**config.mk**
```make
export PLATFORM = sky130hd
export DESIGN_NAME = rf_write_buffer
export DESIGN_NICKNAME = d
export VERILOG_FILES = /design/src/rtl/rf_write_buffer.sv
export SDC_FILE = /design/constraint.sdc
export NUM_CORES = 1
export LEC_CHECK = 0
export ABC_AREA = 0
export CAP_MARGIN = 30
export CORE_ASPECT_RATIO = 0.75
export CORE_MARGIN = 1.5
export CORE_UTILIZATION = 30
export CTS_CLUSTER_DIAMETER = 120
export DETAILED_ROUTE_END_ITERATION = 7
export DONT_BUFFER_PORTS = 1
export PLACE_DENSITY = 0.55
export SYNTH_ARGS = -nofsm -noshare
export SYNTH_HDL_FRONTEND = slang
export SYNTH_SLANG_ARGS = --single-unit
```
**constraint.sdc**
```tcl
create_clock -name clk -period 6.37 [get_ports clk]
set_clock_uncertainty 0.1 [all_clocks]
set_input_delay 1.911 -clock clk [delete_from_list [all_inputs] [get_ports clk]]
set_output_delay 1.911 -clock clk [all_outputs]
set_load 0.05 [all_outputs]
```
**src/rtl/rf_write_buffer.sv**
```systemverilog
// Write-back staging FIFO in front of the 32x8 register file, with two-port read forwarding.
// Optional write coalescing into a queued entry is enabled by defining RF_WB_COALESCE_EN.
module rf_write_buffer #(
  parameter int DEPTH = 4,
  parameter int AW    = 5,
  parameter int DW    = 8
) (
  input  logic                   clk,
  input  logic                   rst,
  input  logic                   wr_valid,
  output logic                   wr_ready,
  input  logic [AW-1:0]          wr_addr,
  input  logic [DW-1:0]          wr_data,
  input  logic                   drain_en,
  output logic                   rf_mode,
  output logic [AW-1:0]          rf_write_add,
  output logic [DW-1:0]          rf_write_inp,
  input  logic [AW-1:0]          lk_addr_1,
  input  logic [AW-1:0]          lk_addr_2,
  output logic                   lk_hit_1,
  output logic                   lk_hit_2,
  output logic [DW-1:0]          lk_data_1,
  output logic [DW-1:0]          lk_data_2,
  output logic [$clog2(DEPTH):0] count
);

  localparam int PW = $clog2(DEPTH);
  localparam logic [PW:0] FULL = (PW+1)'(DEPTH);

  logic [AW-1:0]    entry_addr [DEPTH];
  logic [DW-1:0]    entry_data [DEPTH];
  logic [DEPTH-1:0] entry_valid;
  logic [PW-1:0]    head;
  logic [PW-1:0]    tail;
  logic             rf_valid;
  logic             not_full;
  logic             do_pop;
  logic             do_alloc;

  assign not_full = (count != FULL);
  assign do_pop   = drain_en && (count != '0);

`ifdef RF_WB_COALESCE_EN
  logic          coal_hit;
  logic [PW-1:0] coal_idx;

  // Youngest matching entry wins; the head is skipped when it leaves this same edge.
  always_comb begin
    coal_hit = 1'b0;
    coal_idx = '0;
    for (int i = 0; i < DEPTH; i++) begin
      if (entry_valid[head + PW'(i)] && (entry_addr[head + PW'(i)] == wr_addr) &&
          !(do_pop && (i == 0))) begin
        coal_hit = 1'b1;
        coal_idx = head + PW'(i);
      end
    end
  end

  assign wr_ready = not_full || coal_hit;
  assign do_alloc = wr_valid && !coal_hit && not_full;
`else
  assign wr_ready = not_full;
  assign do_alloc = wr_valid && not_full;
`endif

  // Entry payloads carry no reset; validity is tracked separately in entry_valid.
  always_ff @(posedge clk) begin
    if (do_alloc) begin
      entry_addr[tail] <= wr_addr;
      entry_data[tail] <= wr_data;
    end
`ifdef RF_WB_COALESCE_EN
    if (wr_valid && coal_hit) begin
      entry_data[coal_idx] <= wr_data;
    end
`endif
  end

  always_ff @(posedge clk or posedge rst) begin
    if (rst) begin
      head         <= '0;
      tail         <= '0;
      count        <= '0;
      entry_valid  <= '0;
      rf_mode      <= 1'b1;
      rf_valid     <= 1'b0;
      rf_write_add <= '0;
      rf_write_inp <= '0;
    end else begin
      if (do_pop) begin
        rf_write_add      <= entry_addr[head];
        rf_write_inp      <= entry_data[head];
        rf_mode           <= 1'b0;
        rf_valid          <= 1'b1;
        entry_valid[head] <= 1'b0;
        head              <= head + 1'b1;
      end else begin
        rf_mode  <= 1'b1;
        rf_valid <= 1'b0;
      end
      if (do_alloc) begin
        entry_valid[tail] <= 1'b1;
        tail              <= tail + 1'b1;
      end
      count <= count + (PW+1)'(do_alloc) - (PW+1)'(do_pop);
    end
  end

  // Scan oldest to youngest so later matches override; the in-flight write has lowest priority.
  function automatic logic [DW:0] lookup(input logic [AW-1:0] a);
    logic [DW:0] r;
    r = '0;
    if (rf_valid && (rf_write_add == a)) begin
      r = {1'b1, rf_write_inp};
    end
    for (int i = 0; i < DEPTH; i++) begin
      if (entry_valid[head + PW'(i)] && (entry_addr[head + PW'(i)] == a)) begin
        r = {1'b1, entry_data[head + PW'(i)]};
      end
    end
    return r;
  endfunction

  always_comb begin
    {lk_hit_1, lk_data_1} = lookup(lk_addr_1);
    {lk_hit_2, lk_data_2} = lookup(lk_addr_2);
  end

endmodule

```
# After elaboration in Yosys (flattened, before gate mapping)
# Memories as Yosys holds them, arrays and structs flattened.
# Index checks and enable logic that the tools add are counted.
[op_classes]
addsub = 6
n_mul = 0
div = 0
order_cmp = 7
eq_ne = 11
shifts = 0
n_mux = 28
bitwise = 3
n_reduce_logical = 15
[ops]
columns = ["cell", "count"]
rows = [
  ["9-bit two-way mux", 10],
  ["5-bit equality test", 10],
  ["2-bit by 3-bit less-than comparator with 1-bit output, second input constant", 5],
  ["1-bit logical AND", 14],
  ["1-bit two-way mux", 10],
  ["1-bit binary-select mux with 2-bit select", 4],
  ["4-bit two-way mux", 2],
  ["2-bit by 1-bit adder with 2-bit output, second input constant", 2],
  ["2-bit adder, second input constant", 2],
  ["4-bit AND", 1],
  ["1-bit demux with 2-bit select", 2],
  ["2-bit by 1-bit greater-or-equal comparator with 1-bit output, second input constant", 2],
  ["4-bit inverter", 1],
  ["4-bit OR", 1],
  ["3-bit by 1-bit adder with 3-bit output", 1],
  ["3-bit != test, second input constant", 1],
  ["3-bit nonzero test", 1],
  ["3-bit by 1-bit subtractor with 3-bit output", 1],
]
[word_totals]
regBits = 26
latch_bits = 0
ramBits = 52
mem_bits_ro = 0
inputBits = 27
out_inout_bits = 36
elab_cells = 80
mem_count = 2
[memory_table]
columns = ["name", "words", "word_bits", "rd", "rd_clocked_by_memory_dff", "wr", "line_no", "text"]
rows = [
  ["entry_data", 4, 8, 4, 0, 1, "31", "logic [DW-1:0] entry_data [DEPTH];"],
  ["entry_addr", 4, 5, 4, 0, 1, "30", "logic [AW-1:0] entry_addr [DEPTH];"],
]

# Depth between registers and ports, before layout
[depth]
depth_word = 9
ltp_mapped = 15
depth_no_buf = 10

# Worst setup path before layout
# Ideal clock, no wire load.
[synth_path]
kind = "input to output"
start = "input lk_addr_1[1]"
end = "output lk_data_1[0]"
arrival_ps = 4130
required_time_ps = 4359
path_slack_ps = 229
cell_stages = 8
n_path_buf = 1
cell_sequence = "clkbuf_1 > nand2_1 > mux2_2 > a21oi_1 > o211ai_1 > nor2_2 > a221oi_1 > o221ai_1"
[synth_between]
elab_chain_cells = 7
elab_cells_between_ends = 15
cone_classes = "eq/ne (5); mux (5); reduce/logical (5)"
[synth_lines]
columns = ["item", "line_no", "text"]
rows = [
  ["from (decl)", "18", "input logic [AW-1:0] lk_addr_1,"],
  ["5-bit equality test", "114", "if (rf_valid && (rf_write_add == a)) begin"],
  ["1-bit logical AND", "114", ""],
  ["9-bit two-way mux", "114", ""],
  ["9-bit two-way mux (3 in series)", "118", "if (entry_valid[head + PW'(i)] && (entry_addr[head + PW'(i)] == a)) begin"],
  ["9-bit two-way mux (*)", "118", ""],
  ["to (decl)", "22", "output logic [DW-1:0] lk_data_1,"],
]
# Every way passes the cells marked *; elsewhere a longest branch is shown, timed or not.

# Worst setup path after layout
[layout_path]
start = "input lk_addr_1[1]"
end = "output lk_data_1[7]"
# The elaborated chain is that of the path after synthesis.

==> flow_summary.ini <==
[clock_network]
cts_hold_buf = 0
cts_tree = done
clockBufferDepth = 2
clock-sinks = 78
cts_root_buf = clkbuf_16
cts.clk_slew.worst_paths_ps = 60
post_cts_resized = 0
htreeDepth = 3
insertion_delay_ps = 340
cts_buffers = 9
cts_setup_buffers = 0

[worst_setup_path]
cp_data_arrival_time_ps = 3910
crit_slowest_cell = nor2_2
rrSetupSlack_ps = 3370
crit_end = lk_data_1[7]
cp-end-kind = output port
rr_worst_depth = 10
crit_type = in -> out
cp_slowest_stage_delay_ps = 480
crit_fanout = 10
rr_endpoint = count[2]$_DFF_PP0_
rr_startpoint = count[1]$_DFF_PP0_
path_cells = nand2b_1, mux2_2, a21oi_1, o211ai_1, nor2_2, a221oi_1, o221ai_1, buf_4
cp-startpoint = lk_addr_1[1]
worstSetupStartpointType = primary input
crit_required_ps = 4360

[yosys]
synth_area_leaders = edfxtp_1 (29%), dfrtp_1 (12%), mux2i_1 (7.8%)
synthArstFlopShare_pct = 33.3
yosysTopAreaCell = edfxtp_1
synthCells = 505
synth_most_common_cell = nand2_1
yosysSeqAreaShare_pct = 41.2
ys_top_cells_by_count = nand2_1 (66), o21ai_0 (53), edfxtp_1 (52)
yosysWarnings = 0
avgSynthCellArea_um2 = 10.6
netlist.area_leader.share_pct = 29.1
synthSimpleGateAreaFrac_pct = 12.1
synthXorXnorAreaFrac_pct = 9.14
synthAdderAreaFrac_pct = 2.70
synth_mux_area_share_pct = 18.0
synth_top_family_by_area = multiplexers
synthFlopType = edfxtp_1
synth-compound-area-share_pct = 12.3
synth_nets = 543
synth-edff-count = 52
synth_cell_types = 46
synth_seq_cells = 78
netlist_area_mm2 = 0.00537

[pwr]
pwr-share-comb_pct = 58.5
leakage_nw = 2.38
power_switching_w = 0.00182
intPower_w = 0.00179
p_sw_share_pct = 50.5
ir_worst_vdd_mv = 0.274
clock_power_share_pct = 13.0
pwr-share-seq_pct = 28.5
p_per_area_mw_per_mm2 = 585

[routing]
drtAntennaViolNets = 0
vias = 4105
drt-vias-per-instance = 5.37
wl_per_cell_um = 20.4
drtPass1Iterations = 7
routed_wl_mm = 15.6
drt_iter0_drc = 368
drc = 0

[final_layout]
syn_to_final_growth_pct = 14.9
final_cell_count_no_fill = 764
final_core_util_pct = 35.1
antenna_cells = 0
fin_nets = 555
drive_gt1_share_pct = 15.9

[timing]
timing.slew.headroom_pct = 34.6
fmax_ghz = 0.169
min_period_over_period_pct = 93.0
setup_tns_ps = 0
hold_violations = 0
finalMaxSlewViolations = 0
worstMarginPinSlew_ps = 980
rsz0062_at_grt = false
setup_viol = 0
fin_crit_ps = 5920

[grt]
grt_pass1_wl_mm = 23.5
overflow = 0
grt_max_degree = 36
antenna_found_initial = 0
grt_pass1_vias = 3928
track_usage_pct = 17.2

[run_status]
status = finished, final reports clean

[placement]
place_inst = 748
place.gp.congestion = 0.913
port_buffers = 0
post-dp-hpwl_mm = 11.5

[die]
row_count = 42
ioPinCount = 63
initial_core_util_pct = 30.6
core_mm2 = 0.0176
die_height_um = 119
floorplan.die_area_mm2 = 0.0187
die_w_um = 157

[min_path]
hp-class = reg -> reg

[job]
drv_cap = 0
==> cells in the final DEF, fill, tap and decap left out, types with 2 or more instances in the layout <==
cell type	instances
dfrtp_1	24
mux2i_1	42
clkinv_1	2
a21oi_1	3
nor2_1	16
xnor2_1	34
buf_12	10
nand2_1	66
edfxtp_1	52
nand4_1	2
clkinv_4	2
o221ai_1	24
clkbuf_16	9
a21o_1	4
clkinv_2	2
and3_1	6
inv_1	19
nor3_1	5
xor2_1	22
o21ai_0	53
and2_1	9
nor3b_1	3
buf_4	22
nor2_2	2
ha_1	10
nand3_1	5
a221oi_1	8
mux4_2	9
nor4_1	6
mux2_2	19
nand2b_1	5
or2b_1	5
mux4_1	5
==> cell families after synthesis <==
family,after synthesis
compound gates,98
xor+xnor,56
fa+ha+maj,11
buf+inv,52
flops,78
mux,75
simple gates,135
==> power by group through the flow <==
stage,Sequential (W),Combinational (W),Clock [W]
2_1_floorplan,0.000987,0.00148,0
3_3_place_gp,0.00103,0.00207,0
3_5_place_dp,0.00104,0.00209,0
4_1_cts,0.00103,0.00209,0.000480
5_1_grt,0.00105,0.00228,0.000497
6_report,0.00103,0.00211,0.000468
==> critical path: cells and delay by family <==
family | cells | cell delay, ps
AND/OR/NAND/NOR | 2 | 600
buffers and inverters | 1 | 250
multiplexers | 1 | 260
AO/OA/AOI/OAI | 4 | 870
==> cell type report <==
type	count	area, µm²
Multi-Input combinational cell	375	2910
Clock buffer	10	229
Inverter	20	75.1
Clock inverter	6	38.8
Sequential cell	78	2210
Tap cell	242	303
Timing Repair Buffer	33	393
Fill cell	1774	11400
==> through the flow <==
stage          total power, W  hold WS [ps]  instance area, µm²  setup slack (ps)
2_1_floorplan         0.00247           379                5370               229
3_3_place_gp          0.00310           405                5870               518
3_5_place_dp          0.00312           419                5900               481
4_1_cts               0.00360           434                6170               470
5_1_grt               0.00382           461                6170               244
6_report              0.00360           436                6170               449
==> worst min-delay path by stage <==
stage | start | end | slack, ps | depth (start not counted)
floorplan | entry_valid[0]$_DFF_PP0_ | entry_valid[0]$_DFF_PP0_ | 380 | 1
global placement | entry_valid[0]$_DFF_PP0_ | entry_valid[0]$_DFF_PP0_ | 410 | 1
detailed placement | entry_valid[1]$_DFF_PP0_ | entry_valid[1]$_DFF_PP0_ | 420 | 1
CTS | entry_valid[1]$_DFF_PP0_ | entry_valid[1]$_DFF_PP0_ | 430 | 1
global route | entry_valid[3]$_DFF_PP0_ | entry_valid[3]$_DFF_PP0_ | 460 | 1
finish | entry_valid[0]$_DFF_PP0_ | entry_valid[0]$_DFF_PP0_ | 440 | 1
==> state kept, by name, summed over array words and instances (netlist names) <==
| signal | cells |
|---|---|
| count | 3 |
| entry_addr | 20 |
| entry_data | 32 |
| entry_valid | 4 |
| head | 2 |
| rf_mode | 1 |
| rf_valid | 1 |
| rf_write_add | 5 |
| rf_write_inp | 8 |
| tail | 2 |
==> routing by layer <==
| metal | part of all wire, % | GRT usage [%] | vias to the layer above |
|---|---|---|---|
| li1 | - | - | 1877 |
| met1 | 49 | 25.5 | 2024 |
| met2 | 40 | 23.5 | 182 |
| met3 | 9.2 | 5.49 | 22 |
| met4 | 1.5 | 5.19 | 0 |
| met5 | 0 | 0 | - |
Power figures use the tool's default switching activity.
